<file path="config.mk">
export PLATFORM = sky130hd
export DESIGN_NAME = alu_mdu_ex
export DESIGN_NICKNAME = d
export VERILOG_FILES = /design/src/rtl/alu_ex_pkg.sv /design/src/rtl/alu_mdu_iter.sv /design/src/rtl/alu_mdu_ex.sv
export SDC_FILE = /design/constraint.sdc
export NUM_CORES = 2
export LEC_CHECK = 0
export ABC_CLOCK_PERIOD_IN_PS = 11400
export CAP_MARGIN = 0
export CORE_MARGIN = 2
export CORE_UTILIZATION = 30
export DETAILED_ROUTE_END_ITERATION = 8
export PLACE_DENSITY = 0.49
export SYNTH_ARGS = -nofsm -noshare
export SYNTH_HDL_FRONTEND = slang
export SYNTH_SLANG_ARGS = --single-unit
</file>
<file path="constraint.sdc">
create_clock -name clk -period 11.4 [get_ports clk]
set_clock_uncertainty 0.1 [all_clocks]
set_input_delay 3.42 -clock clk [delete_from_list [all_inputs] [get_ports clk]]
set_output_delay 3.42 -clock clk [all_outputs]
set_load 0.03 [all_outputs]
</file>
<file path="src/rtl/alu_ex_pkg.sv">
// rtl/alu_ex_pkg.sv - funct codes, MDU state enum and funct classifiers for the EX-stage ALU
package alu_ex_pkg;

    localparam logic [5:0] F_SLL   = 6'b000000;
    localparam logic [5:0] F_SRL   = 6'b000010;
    localparam logic [5:0] F_SRA   = 6'b000011;
    localparam logic [5:0] F_SLLV  = 6'b000100;
    localparam logic [5:0] F_SRLV  = 6'b000110;
    localparam logic [5:0] F_SRAV  = 6'b000111;
    localparam logic [5:0] F_MFHI  = 6'b010000;
    localparam logic [5:0] F_MTHI  = 6'b010001;
    localparam logic [5:0] F_MFLO  = 6'b010010;
    localparam logic [5:0] F_MTLO  = 6'b010011;
    localparam logic [5:0] F_MULT  = 6'b011000;
    localparam logic [5:0] F_MULTU = 6'b011001;
    localparam logic [5:0] F_DIV   = 6'b011010;
    localparam logic [5:0] F_DIVU  = 6'b011011;
    localparam logic [5:0] F_ADD   = 6'b100000;
    localparam logic [5:0] F_ADDU  = 6'b100001;
    localparam logic [5:0] F_SUB   = 6'b100010;
    localparam logic [5:0] F_SUBU  = 6'b100011;
    localparam logic [5:0] F_AND   = 6'b100100;
    localparam logic [5:0] F_OR    = 6'b100101;
    localparam logic [5:0] F_XOR   = 6'b100110;
    localparam logic [5:0] F_NOR   = 6'b100111;
    localparam logic [5:0] F_SLT   = 6'b101010;
    localparam logic [5:0] F_SLTU  = 6'b101011;

    typedef enum logic [1:0] {
        IDLE = 2'd0,
        MUL  = 2'd1,
        DIV  = 2'd2
    } mdu_state_t;

    // Ops that start the iterative unit.
    function automatic logic is_iter_funct(input logic [5:0] f);
        return (f == F_MULT) || (f == F_MULTU) || (f == F_DIV) || (f == F_DIVU);
    endfunction

    // Ops that touch HI/LO or the iterative unit and must wait while it runs.
    function automatic logic is_hilo_funct(input logic [5:0] f);
        return is_iter_funct(f) || (f == F_MFHI) || (f == F_MFLO) ||
               (f == F_MTHI) || (f == F_MTLO);
    endfunction

endpackage

</file>
<file path="src/rtl/alu_mdu_iter.sv">
// rtl/alu_mdu_iter.sv - iterative shift-add multiplier / restoring divider owning HI and LO
//
// Ports:
//   clk, rst_n        clock, synchronous active-low reset
//   start             launch an iterative op (only honoured when idle)
//   is_div, is_signed op select: multiply/divide, signed/unsigned
//   op_a, op_b        rs / rt operands (dividend / divisor for divides)
//   mthi, mtlo, wdata direct HI/LO writes
//   busy              iteration in progress
//   hi, lo            architectural HI/LO
module alu_mdu_iter
    import alu_ex_pkg::*;
#(
    parameter int WIDTH = 32
) (
    input  logic             clk,
    input  logic             rst_n,
    input  logic             start,
    input  logic             is_div,
    input  logic             is_signed,
    input  logic [WIDTH-1:0] op_a,
    input  logic [WIDTH-1:0] op_b,
    input  logic             mthi,
    input  logic             mtlo,
    input  logic [WIDTH-1:0] wdata,
    output logic             busy,
    output logic [WIDTH-1:0] hi,
    output logic [WIDTH-1:0] lo
);

    localparam int CW = $clog2(WIDTH + 1);

    mdu_state_t       state, state_next;
    logic [CW-1:0]    cnt;
    // acc: upper product half / partial remainder.
    // quo: multiplier bits being consumed / dividend bits shifting out, quotient shifting in.
    logic [WIDTH-1:0] acc;
    logic [WIDTH-1:0] quo;
    logic [WIDTH-1:0] mag_b;
    logic             sign_a;
    logic             sign_b;
    logic             div_zero;

    logic             start_sign_a;
    logic             start_sign_b;
    logic [WIDTH-1:0] start_mag_a;
    logic [WIDTH-1:0] start_mag_b;

    logic [WIDTH:0]     mul_sum;
    logic [WIDTH-1:0]   mul_hi_n;
    logic [WIDTH-1:0]   mul_lo_n;
    logic [WIDTH:0]     div_shift;
    logic [WIDTH:0]     div_trial;
    logic               div_ok;
    logic [WIDTH-1:0]   div_rem_n;
    logic [WIDTH-1:0]   div_quo_n;
    logic [2*WIDTH-1:0] prod_mag;
    logic [2*WIDTH-1:0] prod_fix;
    logic [WIDTH-1:0]   quo_fix;
    logic [WIDTH-1:0]   rem_fix;
    logic               last_iter;

    assign busy      = (state != IDLE);
    assign last_iter = (cnt == CW'(1));

    // Operands are iterated as magnitudes; signs are reapplied at writeback.
    always_comb begin
        start_sign_a = is_signed && op_a[WIDTH-1];
        start_sign_b = is_signed && op_b[WIDTH-1];
        start_mag_a  = start_sign_a ? (~op_a + 1'b1) : op_a;
        start_mag_b  = start_sign_b ? (~op_b + 1'b1) : op_b;
    end

    always_comb begin
        mul_sum   = {1'b0, acc} + (quo[0] ? {1'b0, mag_b} : {(WIDTH+1){1'b0}});
        mul_hi_n  = mul_sum[WIDTH:1];
        mul_lo_n  = {mul_sum[0], quo[WIDTH-1:1]};

        // The remainder stays below the divisor, so the borrow lands in bit WIDTH.
        div_shift = {acc, quo[WIDTH-1]};
        div_trial = div_shift - {1'b0, mag_b};
        div_ok    = !div_trial[WIDTH];
        div_rem_n = div_ok ? div_trial[WIDTH-1:0] : div_shift[WIDTH-1:0];
        div_quo_n = {quo[WIDTH-2:0], div_ok};

        prod_mag  = {mul_hi_n, mul_lo_n};
        prod_fix  = (sign_a ^ sign_b) ? (~prod_mag + 1'b1) : prod_mag;
        // With a zero divisor the remainder path passes the dividend magnitude
        // through, so the dividend sign fixup restores the original dividend.
        quo_fix   = div_zero ? {WIDTH{1'b1}} :
                    ((sign_a ^ sign_b) ? (~div_quo_n + 1'b1) : div_quo_n);
        rem_fix   = sign_a ? (~div_rem_n + 1'b1) : div_rem_n;
    end

    always_comb begin
        state_next = state;
        case (state)
            IDLE:    if (start) state_next = is_div ? DIV : MUL;
            MUL:     if (last_iter) state_next = IDLE;
            DIV:     if (last_iter) state_next = IDLE;
            default: state_next = IDLE;
        endcase
    end

    always_ff @(posedge clk) begin
        if (!rst_n) begin
            state <= IDLE;
        end else begin
            state <= state_next;
        end
    end

    always_ff @(posedge clk) begin
        if (!rst_n) begin
            cnt      <= '0;
            acc      <= '0;
            quo      <= '0;
            mag_b    <= '0;
            sign_a   <= 1'b0;
            sign_b   <= 1'b0;
            div_zero <= 1'b0;
            hi       <= '0;
            lo       <= '0;
        end else begin
            case (state)
                IDLE: begin
                    if (start) begin
                        cnt      <= CW'(WIDTH);
                        acc      <= '0;
                        quo      <= start_mag_a;
                        mag_b    <= start_mag_b;
                        sign_a   <= start_sign_a;
                        sign_b   <= start_sign_b;
                        div_zero <= is_div && (op_b == '0);
                    end
                    if (mthi) hi <= wdata;
                    if (mtlo) lo <= wdata;
                end
                MUL: begin
                    cnt <= cnt - 1'b1;
                    acc <= mul_hi_n;
                    quo <= mul_lo_n;
                    if (last_iter) begin
                        hi <= prod_fix[2*WIDTH-1:WIDTH];
                        lo <= prod_fix[WIDTH-1:0];
                    end
                end
                DIV: begin
                    cnt <= cnt - 1'b1;
                    acc <= div_rem_n;
                    quo <= div_quo_n;
                    if (last_iter) begin
                        hi <= rem_fix;
                        lo <= quo_fix;
                    end
                end
                default: ;
            endcase
        end
    end

endmodule

</file>
<file path="src/rtl/alu_mdu_ex.sv">
// rtl/alu_mdu_ex.sv - EX-stage ALU with single-cycle R-type ops, HI/LO access and iterative MDU
//
// Ports:
//   clk, rst_n  clock, synchronous active-low reset
//   validEx     instruction in EX is real
//   funct, sa   R-type function code and shift amount
//   readRs      rs operand
//   outMuxEx    rt / forwarded operand
//   outAlu      combinational result, zeroAlu = (outAlu == 0)
//   stallEx     hold EX and earlier stages
//   mduBusy     iterative unit running
module alu_mdu_ex
    import alu_ex_pkg::*;
#(
    parameter int WIDTH = 32,
    parameter int SHW   = $clog2(WIDTH)
) (
    input  logic             clk,
    input  logic             rst_n,
    input  logic             validEx,
    input  logic [5:0]       funct,
    input  logic [SHW-1:0]   sa,
    input  logic [WIDTH-1:0] readRs,
    input  logic [WIDTH-1:0] outMuxEx,
    output logic [WIDTH-1:0] outAlu,
    output logic             zeroAlu,
    output logic             stallEx,
    output logic             mduBusy
);

    logic             accept;
    logic             start;
    logic             mthi;
    logic             mtlo;
    logic [WIDTH-1:0] hi;
    logic [WIDTH-1:0] lo;
    logic [SHW-1:0]   shamt_v;

    assign stallEx = validEx && mduBusy && is_hilo_funct(funct);
    assign accept  = validEx && !stallEx;
    assign start   = accept && is_iter_funct(funct);
    assign mthi    = accept && (funct == F_MTHI);
    assign mtlo    = accept && (funct == F_MTLO);
    assign shamt_v = readRs[SHW-1:0];

    alu_mdu_iter #(
        .WIDTH(WIDTH)
    ) u_iter (
        .clk      (clk),
        .rst_n    (rst_n),
        .start    (start),
        .is_div   (funct[1]),
        .is_signed(!funct[0]),
        .op_a     (readRs),
        .op_b     (outMuxEx),
        .mthi     (mthi),
        .mtlo     (mtlo),
        .wdata    (readRs),
        .busy     (mduBusy),
        .hi       (hi),
        .lo       (lo)
    );

    always_comb begin
        outAlu = {WIDTH{1'b1}};
        case (funct)
            F_SLL:   outAlu = outMuxEx << sa;
            F_SRL:   outAlu = outMuxEx >> sa;
            F_SRA:   outAlu = $unsigned($signed(outMuxEx) >>> sa);
            F_SLLV:  outAlu = outMuxEx << shamt_v;
            F_SRLV:  outAlu = outMuxEx >> shamt_v;
            F_SRAV:  outAlu = $unsigned($signed(outMuxEx) >>> shamt_v);
            F_ADD,
            F_ADDU:  outAlu = readRs + outMuxEx;
            F_SUB,
            F_SUBU:  outAlu = readRs - outMuxEx;
            F_AND:   outAlu = readRs & outMuxEx;
            F_OR:    outAlu = readRs | outMuxEx;
            F_XOR:   outAlu = readRs ^ outMuxEx;
            F_NOR:   outAlu = ~(readRs | outMuxEx);
            F_SLT:   outAlu = WIDTH'($signed(readRs) < $signed(outMuxEx));
            F_SLTU:  outAlu = WIDTH'(readRs < outMuxEx);
            F_MFHI:  outAlu = hi;
            F_MFLO:  outAlu = lo;
            F_MTHI,
            F_MTLO,
            F_MULT,
            F_MULTU,
            F_DIV,
            F_DIVU:  outAlu = '0;
            default: outAlu = {WIDTH{1'b1}};
        endcase
    end

    assign zeroAlu = (outAlu == '0);

endmodule

</file>
---- Word level (Yosys, flattened, before mapping) ----
Cells that the tools add are included.
W data, S select, Z words.
word-level totals
  output and inout bits ................... 35
  bits in registers ....................... 171
cells by class
  muxes and demuxes ....................... 27
  bitwise gates (word level) .............. 10
  magnitude comparators ................... 2
  eq/ne operators ......................... 32
  reductions and logical operators ........ 36
  add/subtract/negate cells ............... 10
  shift-type cells ........................ 6
operators by type and width
  kind                     count
  $pmux W32 S17            1
  $mux W32                 15
  $pmux W32 S3             4
  $not A32 Y32             5
  $add A32 B1 Y32 const B  4
  $add A64 B1 Y64 const B  1
  $logic_not A32 Y1        2
  $lt A32 B32 Y1           2
  $mux W64                 1
  $not A64 Y64             1
  $shl A32 B5 Y32          2
  $shr A32 B5 Y32          2
  $sshr A32 B5 Y32         2
  $eq A6 B6 Y1 const B     10
  $eq A6 B5 Y1 const B     8
  $add A32 B33 Y33         1
  $sub A33 B32 Y33         1
  $add A32 B32 Y32         1
  $and A32 B32 Y32         1
  $or A32 B32 Y32          1
  $sub A32 B32 Y32         1
  $xor A32 B32 Y32         1
  $eq A6 B3 Y1 const B     3
  $eq A6 B2 Y1 const B     2
  22 further kinds         51

---- Logic depth before layout (Yosys ltp) ----
  depth after elaboration ................. 14
  mapped depth ............................ 25
  mapped depth without buffers ............ 22

---- Hierarchy ----
From an unflattened synthesis, not the netlist that was laid out.
unflattened totals
  cells, all modules ...................... 4341
  area, all modules ....................... 29704.7 um^2
by module, submodules not included
  module        area an instance (um^2)  cells an instance  instances
  alu_mdu_iter  17078.9                  2374               1
  alu_mdu_ex    12625.9                  1967               1

---- Worst setup path after synthesis ----
OpenSTA, ideal clock, no wires.
  path kind ............................... input to output
  start point ............................. in outMuxEx[2]
  end point ............................... out zeroAlu
  required time ........................... 7.880 ns
  cell stages on the path ................. 17
  setup slack ............................. -0.076 ns
  buffers on the path ..................... 2
  arrival ................................. 7.956 ns
  path through ............................ clkbuf_1 -> inv_1 -> ha_1 -> clkbuf_1 -> nand2b_1 -> a221o_1 -> a21oi_1 -> a31oi_1 -> or4_1 -> a211o_1 -> a21boi_0 -> o21a_1 -> o211ai_1 -> or4_1 -> nor4b_1 -> nand2_1 -> nor4_2
between the ends
  elaborated cells between the ends (all ways) .. 16
  those cells by class .................... 2 x add/sub; 2 x order compare; 6 x shift; 1 x mux; 4 x bitwise; 1 x reduce/logical
RTL lines
  item                                      RTL line          source
  start: declaration                        alu_mdu_ex.sv:24  input logic [WIDTH-1:0] outMuxEx,
  $sub A32 B32 Y32 (tied with other cells)  alu_mdu_ex.sv:76  F_SUBU: outAlu = readRs - outMuxEx;
  $pmux W32 S17 *                           alu_mdu_ex.sv:66  case (funct)
  named net outAlu[26]                      alu_mdu_ex.sv:25  output logic [WIDTH-1:0] outAlu,
  $logic_not A32 Y1 *                       alu_mdu_ex.sv:95  assign zeroAlu = (outAlu == '0);
  end: declaration                          alu_mdu_ex.sv:26  output logic zeroAlu,
The timed path passes the listed nets; every way through them passes the cells marked *.

---- Final worst setup path ----
  start point ............................. in funct[3]
  end point ............................... out zeroAlu
between the ends
  word-level cells in the longest chain between the ends .. 4
  elaborated cells between the ends (all ways) .. 29
  those cells by class .................... 23 x eq/ne; 1 x mux; 5 x reduce/logical
RTL lines
  item                                                         RTL line          source
  start: declaration                                           alu_mdu_ex.sv:21  input logic [5:0] funct,
  $eq A6 B5 Y1 / $eq A6 B6 Y1 (equally long branches)          alu_mdu_ex.sv:66
  $reduce_or A6 Y1 / $reduce_or A2 Y1 (equally long branches)  alu_mdu_ex.sv:66
  $pmux W32 S17 *                                              alu_mdu_ex.sv:66
  $logic_not A32 Y1 *                                          alu_mdu_ex.sv:95
Every way passes the cells marked *; elsewhere a longest branch is shown, timed or not.

==> run_results.csv <==
group,metric,value,unit
outcome,status,"finished with violations",
outcome,violations,"setup timing",
flow_run,maxCapViolCount,0,
synthesis,postSynthAreaPerCell,6.84,um^2
route,ant_nets,0,
synthesis,synthDistinctLibCells,103,
min_path,hp-class,"flop to flop",
setup_path,crit_chain,"dlygate4sd2_1 > buf_4 > nor4b_4 > buf_6 > buf_6 > nand2_8 > buf_4 > o21a_2 > nand2_1 > nor3_1 > buf_4 > nor4_1 > buf_4 > nand3_2 > or4_4 > nor4_4 > nand4bb_4 > and4bb_1 > nand2_2 > nor4_4 > buf_12",
grt,grt_start_max_net_pins,98,
setup_path,cp.arrival,7900,ps
synthesis,async_reset_ff_frac,0,
floorplanning,start_util,0.302,
timing,setup_viol,1,
clock_network,clock_latency,460,ps
clock_network,cts_made_buffers,17,
route,num_vias,39243,
synthesis,mappedNetlistNets,4674,
placed_design,place_hpwl,154000,um
grt,grt_pass1_vias,36111,
synthesis,syn_area,0.0301,mm^2
placed_design,placed_area,0.0380,mm^2
layout,area_growth,31.1,%
setup_path,slowest_stage,"or4_4",
synthesis,yosysMostFrequentCell,"nand2_1",
clock_network,path_clk_slew,70,ps
placed_design,dp.cells,6259,
route,first_iter_violations,5307,
floorplanning,die_w,321,um
timing,drv_slew,0,
setup_path,cp.required,7880,ps
grt,antenna_found_initial,8,
synthesis,synth_edf_count,0,
synthesis,yosysWarnings,0,
layout,final_layout_size_suffix_gt1_frac,0.227,
synthesis,synth_top_family_by_area,"compound AO/OA/AOI/OAI gates",
clock_network,cts_root_buffer,"clkbuf_16",
power_and_ir_drop,vdd_drop_max,0.0000965,V
layout,seq_area,0.00342,mm^2
setup_path,cpPeakStageDelay,620,ps
timing,rsz0062_at_grt,"yes",
route,drc,0,
synthesis,synth_top_area_share,0.114,
synthesis,ys_top_cells_by_area,"dfxtp_1 11%, ha_1 7.8%, nand2_1 6.0%",
floorplanning,fp.dieH,321,um
placed_design,gp_congestion,1.11,
synthesis,ys_seq_area_frac,0.114,
timing,setup_tns,-16.7,ps
layout,fillers,10719,
timing,whs,376,ps
setup_path,crit_type,"primary input to primary output",
timing,fin_ws,-16.7,ps
synthesis,ys_ff_latch,171,
route,vias_per_cell,6.20,
timing,period_needed,11420,ps
timing,worst_pin_slew,1260,ps
synthesis,synthAdderAreaFrac,0.0803,
timing,fmax,87.6,MHz
min_path,holdPathStages,2,
setup_path,start_kind,"primary input",
timing,max_slew_margin,0.159,
synthesis,synth_area_leader_cell,"dfxtp_1",
layout,multi_input_area,0.0251,mm^2
grt,grt_pass1_wl,270000,um
clock_network,h-tree-depth,4,
route,drt-total-wl,193000,um
grt,gr-usage-all-layers,0.361,
layout,fin_area,0.0395,mm^2
placed_design,place_ws,-1010,ps
route,drt_first_pass_iters,6,
clock_network,clkSinkCount,171,
synthesis,yosys.area_share.simple,0.240,
floorplanning,dieArea,0.103,mm^2
floorplanning,core_area,0.0999,mm^2
synthesis,ys_dominant_reg_cell,"dfxtp_1",
synthesis,synth-xor-area-share,0.0694,
synthesis,syn_inst,4405,
route,wl_per_cell,30.6,um
floorplanning,io_pins,113,
placed_design,portBuffers,112,
timing,post-route-period-util,1.00,
setup_path,r2r_cells,23,
synthesis,synth_common_cells,"481 x nand2_1, 358 x a21oi_1, 346 x nor2_1",
setup_path,end_kind,"primary output",
clock_network,cts.path.max_buffers,2,
timing,finalHoldViolCount,0,
layout,nNetsFinal,5282,
clock_network,holdBufCountCts,0,
floorplanning,fp-row-count,116,
synthesis,synth_compound_area_frac,0.366,
setup_path,worstPathMaxFanout,8,
clock_network,cts_tree,"built",
layout,fin_cells,6326,
synthesis,synth_mux_area_frac,0.0561,
setup_path,crit_top_cell,"buf_4",
power_and_ir_drop,leakage,16.7,nW
grt,overflow,0,
power_and_ir_drop,powerDensity,76.5,mW/mm^2
[sequential cells by signal, indices dropped and copies added (netlist names)]
register / cells
u_iter.quo: 32
u_iter.state: 2
u_iter.div_zero: 1
u_iter.lo: 32
u_iter.acc: 32
u_iter.mag_b: 32
u_iter.cnt: 6
u_iter.sign_a: 1
u_iter.hi: 32
u_iter.sign_b: 1
[final timing paths]
path | from | to | slack (ps)
setup / recovery | funct[3] | zeroAlu | -20
hold / removal | u_iter.hi[9] | u_iter.hi[9] | 380
setup reg to reg | u_iter.quo[31] | u_iter.hi[24] | 4020
hold reg to reg | u_iter.hi[9] | u_iter.hi[9] | 380
[what timing repair did]
item                       CTS  global route
gates cloned                 3             0
setup buffers               31             0
pin swaps                   49             2
setup endpoints to repair    2             2
gates resized for setup    134            21
[metal layers]
layer	up-vias	share of wire	global-route usage
li1	17615	-	-
met1	18926	0.43	0.490
met2	2260	0.41	0.524
met3	434	0.096	0.0755
met4	8	0.070	0.210
met5	-	0.00023	0
[critical path, delay by kind of cell]
| family | cells | cell delay [ps] |
|---|---|---|
| buf+inv | 8 | 1410 |
| simple gates | 12 | 2730 |
| compound gates | 1 | 300 |
[final cells by class]
| cell class | count | area share |
|---|---|---|
| flip-flops and latches | 171 | 0.0866 |
| repair buffers | 975 | 0.204 |
| diodes | 2 | 0.000127 |
| well taps | 1298 | 0.0411 |
| inverters | 168 | 0.0161 |
| clock inverters | 15 | 0.00532 |
| clock buffers | 17 | 0.0108 |
| multi-input cells | 3680 | 0.636 |
[where the power goes]
| group | leakage, nW | switching (W) | internal, W |
|---|---|---|---|
| combinational | 15.0 | 0.00107 | 0.000661 |
| clock | 0.306 | 0.000298 | 0.000372 |
| sequential | 1.38 | 0.0000148 | 0.000608 |
| total | 16.7 | 0.00138 | 0.00164 |
[cells in the final DEF, fill, tap and decap left out, types with 17 or more instances in the layout]
master	instances
mux2_2	21
o31ai_1	28
nand4_1	40
o22ai_1	37
nor2_1	337
o21a_1	38
a21o_1	45
a311oi_1	25
clkbuf_16	17
or3_1	33
dfxtp_1	171
a21boi_0	31
mux2i_1	118
o211a_1	37
xor2_1	73
and3_1	23
and2_1	30
a221oi_1	61
a221o_1	32
o211ai_1	93
a31oi_1	40
o21ai_0	249
nand2_1	475
a22o_1	20
a22oi_1	81
clkdlybuf4s50_1	61
nor2b_1	86
ha_1	182
buf_12	36
inv_1	156
a21oi_1	351
xnor2_1	164
nand2b_1	95
a211oi_1	157
a211o_1	21
nand3_1	99
buf_4	849
nor4_1	39
nor3_1	124
[cells by family after synthesis]
| kind of cell | Yosys count |
|---|---|
| AOI/OAI and AO/OA | 1595 |
| xor gates and xnor gates | 239 |
| adders and majority gates | 191 |
| buffers and inverters | 554 |
| DFF | 171 |
| muxes | 157 |
| and+or+nand+nor | 1498 |
[metrics by stage]
step	power (W)	util
finish	0.00303	0.396
detailed placement	0.00226	0.380
CTS	0.00296	0.395
global route	0.00312	0.396
global placement	0.00227	0.380
floorplan	0.00143	-
Power figures use the tool's default switching activity.
